**config.mk**
```make
export PLATFORM = sky130hd
export DESIGN_NAME = wb_write_queue_flat
export DESIGN_NICKNAME = d
export VERILOG_FILES = /design/src/rtl/wb_write_queue_if.sv /design/src/rtl/wb_write_queue.sv /design/src/flat_wrapper.sv
export SDC_FILE = /design/constraint.sdc
export NUM_CORES = 1
export LEC_CHECK = 0
export CORE_UTILIZATION = 50
export DETAILED_ROUTE_END_ITERATION = 8
export PLACE_DENSITY = 0.91
export SYNTH_ARGS = -nofsm -noshare
export SYNTH_HDL_FRONTEND = slang
export SYNTH_SLANG_ARGS = --single-unit
```
**constraint.sdc**
```tcl
create_clock -name clock -period 2.3 [get_ports clock]
set_input_delay 0.23 -clock clock [delete_from_list [all_inputs] [get_ports clock]]
set_output_delay 0.23 -clock clock [all_outputs]
set_load 0.005 [all_outputs]
```
**src/rtl/wb_write_queue_if.sv**
```systemverilog
// Producer-side result handshake for wb_write_queue.
//   in_valid  producer offers a result this cycle
//   in_ready  queue can accept; transfer at posedge when in_valid && in_ready
//   in_rd     destination register index
//   in_data   result value
// master = writeback stage (producer), slave = write queue.
interface wb_write_queue_if;
  logic        in_valid;
  logic        in_ready;
  logic [4:0]  in_rd;
  logic [31:0] in_data;

  modport master (output in_valid, output in_rd, output in_data, input in_ready);
  modport slave  (input in_valid, input in_rd, input in_data, output in_ready);
endinterface

```
**src/rtl/wb_write_queue.sv**
```systemverilog
// In-order write queue owning the register-file write port. Accepts writeback
// results, buffers them in a DEPTH-entry circular FIFO and retires at most one
// per cycle onto RegWrite/rd/write_data. A forwarding lookup exposes values
// still queued so decode can bypass them.
//
// Ports:
//   clock, reset          single clock, synchronous active-high reset
//   in_port (slave)       in_valid/in_ready/in_rd/in_data result handshake
//   drain_en              permits retiring the head entry this cycle
//   RegWrite, rd,         register file write port (head entry)
//   write_data
//   count                 occupied entries
//   fwd_rs1/2             decode-stage source indices to look up
//   fwd_hit1/2,           youngest queued match for each source (0 on miss)
//   fwd_data1/2
//
// Configuration macro: WBQ_FORWARD_EN builds the forwarding search; when
// undefined the forwarding outputs are tied to zero.
module wb_write_queue #(
  parameter int unsigned DEPTH = 4,
  parameter int unsigned PTR_W = 2
) (
  input  logic              clock,
  input  logic              reset,
  wb_write_queue_if.slave   in_port,
  input  logic              drain_en,
  output logic              RegWrite,
  output logic [4:0]        rd,
  output logic [31:0]       write_data,
  output logic [PTR_W:0]    count,
  input  logic [4:0]        fwd_rs1,
  input  logic [4:0]        fwd_rs2,
  output logic              fwd_hit1,
  output logic              fwd_hit2,
  output logic [31:0]       fwd_data1,
  output logic [31:0]       fwd_data2
);

  localparam logic [PTR_W:0] DEPTH_C = (PTR_W+1)'(DEPTH);

  logic [4:0]       mem_rd   [DEPTH];
  logic [31:0]      mem_data [DEPTH];
  logic [PTR_W-1:0] wr_ptr_q;
  logic [PTR_W-1:0] rd_ptr_q;
  logic [PTR_W:0]   count_q;

  logic             not_empty;
  logic             accept;
  logic             push;
  logic             pop;

  // Status and retire strobe depend only on registered state (+ drain_en).
  assign not_empty        = (count_q != '0);
  assign in_port.in_ready = (count_q < DEPTH_C);
  assign RegWrite         = drain_en && not_empty && !reset;
  assign rd               = not_empty ? mem_rd[rd_ptr_q]   : 5'd0;
  assign write_data       = not_empty ? mem_data[rd_ptr_q] : 32'd0;
  assign count            = count_q;

  // Writes to x0 complete the handshake but are dropped without storage.
  assign accept = in_port.in_valid && in_port.in_ready;
  assign push   = accept && (in_port.in_rd != 5'd0);
  assign pop    = RegWrite;

  // Pointer and occupancy tracking.
  always_ff @(posedge clock) begin
    if (reset) begin
      wr_ptr_q <= '0;
      rd_ptr_q <= '0;
      count_q  <= '0;
    end else begin
      if (push) wr_ptr_q <= wr_ptr_q + PTR_W'(1);
      if (pop)  rd_ptr_q <= rd_ptr_q + PTR_W'(1);
      if (push && !pop)      count_q <= count_q + (PTR_W+1)'(1);
      else if (pop && !push) count_q <= count_q - (PTR_W+1)'(1);
    end
  end

  // Entry storage; unoccupied slots are never observed, so no reset needed.
  always_ff @(posedge clock) begin
    if (push) begin
      mem_rd[wr_ptr_q]   <= in_port.in_rd;
      mem_data[wr_ptr_q] <= in_port.in_data;
    end
  end

`ifdef WBQ_FORWARD_EN
  // Walk occupied entries oldest to youngest so the youngest match wins.
  always_comb begin
    logic [PTR_W-1:0] idx;
    fwd_hit1  = 1'b0;
    fwd_hit2  = 1'b0;
    fwd_data1 = 32'd0;
    fwd_data2 = 32'd0;
    idx       = '0;
    for (int i = 0; i < DEPTH; i++) begin
      idx = rd_ptr_q + PTR_W'(i);
      if ((PTR_W+1)'(i) < count_q) begin
        if (fwd_rs1 != 5'd0 && mem_rd[idx] == fwd_rs1) begin
          fwd_hit1  = 1'b1;
          fwd_data1 = mem_data[idx];
        end
        if (fwd_rs2 != 5'd0 && mem_rd[idx] == fwd_rs2) begin
          fwd_hit2  = 1'b1;
          fwd_data2 = mem_data[idx];
        end
      end
    end
  end
`else
  // Forwarding disabled: outputs tied off, lookup indices intentionally ignored.
  logic unused_fwd_rs;
  assign unused_fwd_rs = ^{fwd_rs1, fwd_rs2};
  assign fwd_hit1  = 1'b0;
  assign fwd_hit2  = 1'b0;
  assign fwd_data1 = 32'd0;
  assign fwd_data2 = 32'd0;
`endif

endmodule

```
**src/flat_wrapper.sv**
```systemverilog
// flat-port wrapper written by rule: the top's interface ports become plain ports
module wb_write_queue_flat 
#(
  parameter int unsigned DEPTH = 4,
  parameter int unsigned PTR_W = 2
)
  (clock, reset, drain_en, RegWrite, rd, write_data, count, fwd_rs1, fwd_rs2, fwd_hit1, fwd_hit2, fwd_data1, fwd_data2, in_port_in_valid, in_port_in_rd, in_port_in_data, in_port_in_ready);
  wb_write_queue_if in_port_i ();
  input  logic clock;
  input  logic reset;
  input  logic drain_en;
  output logic RegWrite;
  output logic [4:0] rd;
  output logic [31:0] write_data;
  output logic [PTR_W:0] count;
  input  logic [4:0] fwd_rs1;
  input  logic [4:0] fwd_rs2;
  output logic fwd_hit1;
  output logic fwd_hit2;
  output logic [31:0] fwd_data1;
  output logic [31:0] fwd_data2;
  input wire logic [$bits(in_port_i.in_valid)-1:0] in_port_in_valid;
  input wire logic [$bits(in_port_i.in_rd)-1:0] in_port_in_rd;
  input wire logic [$bits(in_port_i.in_data)-1:0] in_port_in_data;
  output wire logic [$bits(in_port_i.in_ready)-1:0] in_port_in_ready;
  assign in_port_i.in_valid = in_port_in_valid;
  assign in_port_i.in_rd = in_port_in_rd;
  assign in_port_i.in_data = in_port_in_data;
  assign in_port_in_ready = in_port_i.in_ready;
  wb_write_queue #(.DEPTH(DEPTH), .PTR_W(PTR_W)) u_core (.clock(clock), .reset(reset), .in_port(in_port_i), .drain_en(drain_en), .RegWrite(RegWrite), .rd(rd), .write_data(write_data), .count(count), .fwd_rs1(fwd_rs1), .fwd_rs2(fwd_rs2), .fwd_hit1(fwd_hit1), .fwd_hit2(fwd_hit2), .fwd_data1(fwd_data1), .fwd_data2(fwd_data2));
endmodule
```
; Word-level counts from Yosys, hierarchy flattened
; Memories as Yosys holds them, arrays and structs flattened. A register that Yosys moved wholly into a read port is not among the register bits.
; Cells that the tools add are included.
[op_classes]
addsub = 4
order_cmp = 1
muxes = 10
n_reduce_logical = 12
[ops]
columns = op, n
row1 = 32-bit 2-to-1 mux, 1
row2 = 2-bit 2-to-1 mux, 4
row3 = 1-bit logical AND, 6
row4 = 3-bit 2-to-1 mux, 2
row5 = 5-bit 2-to-1 mux, 1
row6 = 5-bit nonzero test, 1
row7 = "2-bit by 1-bit adder with 2-bit output, second input constant", 2
row8 = "3-bit by 1-bit adder with 3-bit output, second input constant", 1
row9 = 1-bit zero test, 3
row10 = "3-bit less-than comparator, second input constant", 1
row11 = 3-bit nonzero test, 1
row12 = "3-bit by 1-bit subtractor with 3-bit output, second input constant", 1
row13 = 1-bit 2-to-1 mux, 2
row14 = 2-bit nonzero test, 1
[word_totals]
reg_bits = 7
ramBits = 148
output_inout_bits = 108
mem_count = 2
[mem_list]
columns = name, depth, word_bits, read_ports, rd_ports_with_merged_regs, write_ports, line
row1 = u_core.mem_data, 4, 32, 1, 1, 1, wb_write_queue.sv:42  ; logic [31:0] mem_data [DEPTH];
row2 = u_core.mem_rd, 4, 5, 1, 1, 1, wb_write_queue.sv:41  ; logic [4:0] mem_rd [DEPTH];

; Logic depth before layout (Yosys ltp)
[logic_depth]
word_depth = 7
ltp_mapped = 9

; Worst setup path after synthesis
; No wires, ideal clock.
[synth_timing]
kind = reg2reg
start = register u_core.count_q[2] (netlist: u_core.count[2])
end = memory u_core.mem_data[1][0] (enable)
t_arrival_ns = 1.718
required_time_ns = 1.902
path_slack_ns = 0.184
path_stages_with_launch = 4
path_buffers = 0
period_less_slack_ns = 2.116
path_cell_list = dfxtp_1 nand2b_1 a21oi_1 and2_1
[synth_via]
elab_chain_len = 5
[synth_lines]
columns = item, line
row1 = "start, declared", wb_write_queue.sv:45  ; logic [PTR_W:0] count_q;
row2 = "start signal, assigned", wb_write_queue.sv:74  ; if (push && !pop) count_q <= count_q + (PTR_W+1)'(1);
row3 = "start signal, assigned", wb_write_queue.sv:75  ; else if (pop && !push) count_q <= count_q - (PTR_W+1)'(1);
row4 = 3-bit less-than comparator, wb_write_queue.sv:54  ; assign in_port.in_ready = (count_q < DEPTH_C);
row5 = 1-bit logical AND, wb_write_queue.sv:61  ; assign accept = in_port.in_valid && in_port.in_ready;
row6 = 1-bit logical AND, wb_write_queue.sv:62  ; assign push = accept && (in_port.in_rd != 5'd0);
row7 = net u_core.push, wb_write_queue.sv:49  ; logic push;
row8 = 1-bit 2-to-1 mux, wb_write_queue.sv:81  ; if (push) begin
row9 = 1-bit 2-to-1 mux (implied by the code), wb_write_queue.sv:83  ; mem_data[wr_ptr_q] <= in_port.in_data;
row10 = "end, declared", wb_write_queue.sv:42
; The timed path passes the listed nets, and every way through them passes these cells.

==> impl_metrics.toml <==
[yosys]
synth_compound_area_share_pct = 1.06
synth_top_family_by_area = "multiplexers"
synthMuxAreaShare_pct = 12.9
syn_avg_cell_area_um2 = 18.6
yosys.area_share.simple_pct = 5.14
ys_ff_latch = 157
synthXorXnorAreaFrac_pct = 0.397
synthCells = 356
synth_cell_types = 30
synthAdderAreaFrac_pct = 1.25
syn-cell-area_um2 = 6620
yosysSeqAreaShare_pct = 69.9
yosys_warnings = 0

[route]
wl_per_cell_um = 17.4
met2_length_mm = 6.24
wl_met1_mm = 4.59
via_per_inst = 4.97
top_layer = "met4"
drt_iter0_drc = 129
drc = 0
dr_total_vias = 3295
dr.pass1.iters = 4
wirelength_mm = 11.5
wl_met3_um = 578
ant_nets = 0

[power]
pwr_density_cell_nw_per_um2 = 1120
p_leak_uw = 0.00301
ir_worst_vdd_v = 0.000677
total_power_uw = 9360

[cells_and_area]
multi_input_area_um2 = 1640
drive_gt1_share_pct = 21.2
syn2layout_area_growth_pct = 26.1
final_nets = 535
fill_cells = 876
antenna_cells = 0
seq_area_um2 = 4630
final_cells = 663
post-route-util_pct = 65.3
stdcell_area_um2 = 8340

[floorplanning]
dieArea_um2 = 13700
die_w_um = 117
ios = 159
row_count = 41
core_area_um2 = 12800
initial_core_util_pct = 51.8
fp.dieH_um = 117

[global_route]
grt_start_max_net_pins = 40
first_global_vias = 3406
antenna_found_initial = 0
grt.total_usage_pct = 18.6
overflow = 0
grt_pass1_wl_mm = 17.6

[hold_path]
whs_endpoint = "u_core.mem_data[3][11]"
worstHoldStart = "in_port_in_data[11]"
whs_path_depth = 1
hold_class = "input port to register"

[run]
cap_violations = 0

[clocking]
clk_pin_slew_ns = 0.06
clockRootBuffer = "clkbuf_16"
cts_tree = "yes"
max-clock-path-buffers = 2
cts_sinks = 157
insertion_delay_ns = 0.41
cts_hold_buf = 0
cts_buffers = 17
htreeDepth = 4

[worst_setup_path]
worst-r2r-setup-slack_ns = 0.10
required_ns = 2.07
r2r-end = "u_core.count[2]"
crit_arrival_ns = 1.99
crit_path_top_delay_cell = "mux4_2"
endpoint_kind = "output pin"
worst-path-max-fanout = 6
critPathBufInv = 3
reg2reg_depth = 8
crit_chain = "buf_12 -> buf_16 -> mux4_2 -> nor2b_1 -> dlygate4sd2_1"
critPathMaxStageDelay_ns = 0.48
regToRegStartpoint = "u_core.count[2]"
crit_path_start_kind = "register"
path_delay_family = "buffers and inverters"
critPathKind = "register to output pin"

[placed_design]
post_dp_cell_area_um2 = 7600
dp_cells = 620
portBuffers = 82
globalplace.congestion = 0.689
hpwl_mm = 6.98

[timing]
maxSlewHeadroom_pct = 66.7
max_freq_mhz = 450
clock_skew_ns = 0.00513
min_period_over_period_pct = 96.6
fin_crit_ns = 2.22
finalSetupViolCount = 0
hold_viol = 0
drv_slew = 0
fin_tns_setup_ns = 0
tightestPinTransition_ns = 0.488

[outcome]
status = "finished, final reports clean"
[metal layers]
| metal | vias to the layer above | track usage, % |
|---|---|---|
| met1 | 1669 | 20.6 |
| met5 | - | 0 |
| met2 | 132 | 33.7 |
| met4 | 0 | 5.49 |
| met3 | 13 | 6.59 |
| li1 | 1481 | - |
[Yosys cell counts (all sizes together)]
library cell / instances / share of area [%]
inv: 7 / 0.40
a21oi: 3 / 0.23
and2b: 3 / 0.34
clkbuf: 4 / 0.23
conb: 1 / 0.057
xor2: 3 / 0.40
and4: 2 / 0.26
nand2b: 2 / 0.19
nor3: 2 / 0.23
mux4: 37 / 13
nor2: 5 / 0.28
fa: 1 / 0.30
o31ai: 1 / 0.11
buf: 75 / 8.7
o21ai: 2 / 0.15
a311o: 2 / 0.30
nor2b: 34 / 3.2
nand2: 1 / 0.057
or3: 2 / 0.19
a2111oi: 2 / 0.26
dfxtp: 9 / 2.7
edfxtp: 148 / 67
ha: 5 / 0.95
mux2i: 1 / 0.15
and2: 4 / 0.38
[layout by cell type, fill, tap and decap left out, types with 4 or more instances in the layout]
| cell | netlist | layout |
|---|---|---|
| and2_2 | 0 | 4 |
| buf_12 | 1 | 11 |
| buf_4 | 67 | 20 |
| clkbuf_1 | 4 | 4 |
| clkbuf_16 | 0 | 17 |
| clkdlybuf4s15_1 | 0 | 7 |
| clkdlybuf4s50_1 | 0 | 45 |
| conb_1 | 1 | 66 |
| dfxtp_1 | 9 | 7 |
| dlygate4sd2_1 | 0 | 30 |
| edfxtp_1 | 148 | 148 |
| ha_1 | 5 | 5 |
| inv_1 | 7 | 7 |
| mux4_2 | 35 | 35 |
| nor2_1 | 5 | 5 |
| nor2b_1 | 34 | 34 |
[flip-flops by register name, summed over array words and instances (netlist names), named ones only]
signal,flops
u_core.count,3
u_core.mem_data,128
u_core.mem_rd,20
u_core.rd_ptr_q,2
u_core.wr_ptr_q,2
[logic make-up (layout without fill, tap and decap cells)]
| family | count (synthesis) | count (layout) |
|---|---|---|
| other | 1 | 66 |
| multiplexers | 38 | 38 |
| AND/OR/NAND/NOR | 55 | 55 |
| AO/OA/AOI/OAI | 10 | 10 |
| adder cells (fa/ha/maj) | 6 | 6 |
| XOR/XNOR | 3 | 3 |
| buffers and inverters | 86 | 156 |
| flip-flops | 157 | 157 |
[layout make-up]
type	instances	area share (%)
clock buffer	21	5.28
clock inverter	11	1.71
inverter	7	0.315
multi-input combinational	178	19.7
sequential	157	55.5
tap	172	2.58
timing repair buffer	117	14.9
[report_power, final]
group          internal (uW)  leakage (uW)  switching, uW
registers               3510       0.00143            133
logic                   1750       0.00131           1220
clock network           1700      0.000273           1040
total                   6960       0.00301           2400
[worst max path at each step]
stage / startpoint / endpoint / slack (ns) / cells after the start
3_3_place_gp: in_port_in_rd[1] / u_core.count[2] / 0.04 / 9
4_1_cts: register / write_data[4] / 0.02 / 5
2_1_floorplan: u_core.count[2] / u_core.mem_data[1][0] / 0.18 / 3
6_report: register / write_data[27] / 0.08 / 5
5_1_grt: u_core.count[2] / u_core.count[2] / -0.04 / 8
3_5_place_dp: in_port_in_rd[1] / u_core.count[2] / -0.03 / 9
[through the flow]
stage               setup WS (ns)  hold WS (ns)
floorplan                   0.184         0.329
global placement           0.0358         0.456
detailed placement        -0.0301         0.477
CTS                        0.0232         0.431
global route              -0.0421         0.443
finish                     0.0781         0.444
[repair_timing]
action / 4_1_cts / 5_1_grt
resized for setup: 44 / 10
setup endpoints to repair: 37 / 10
buffers inserted: 5 / 3
cloned: 3 / 0
pin swaps: 0 / 0
Note: power is estimated with default switching activity, not from simulation.
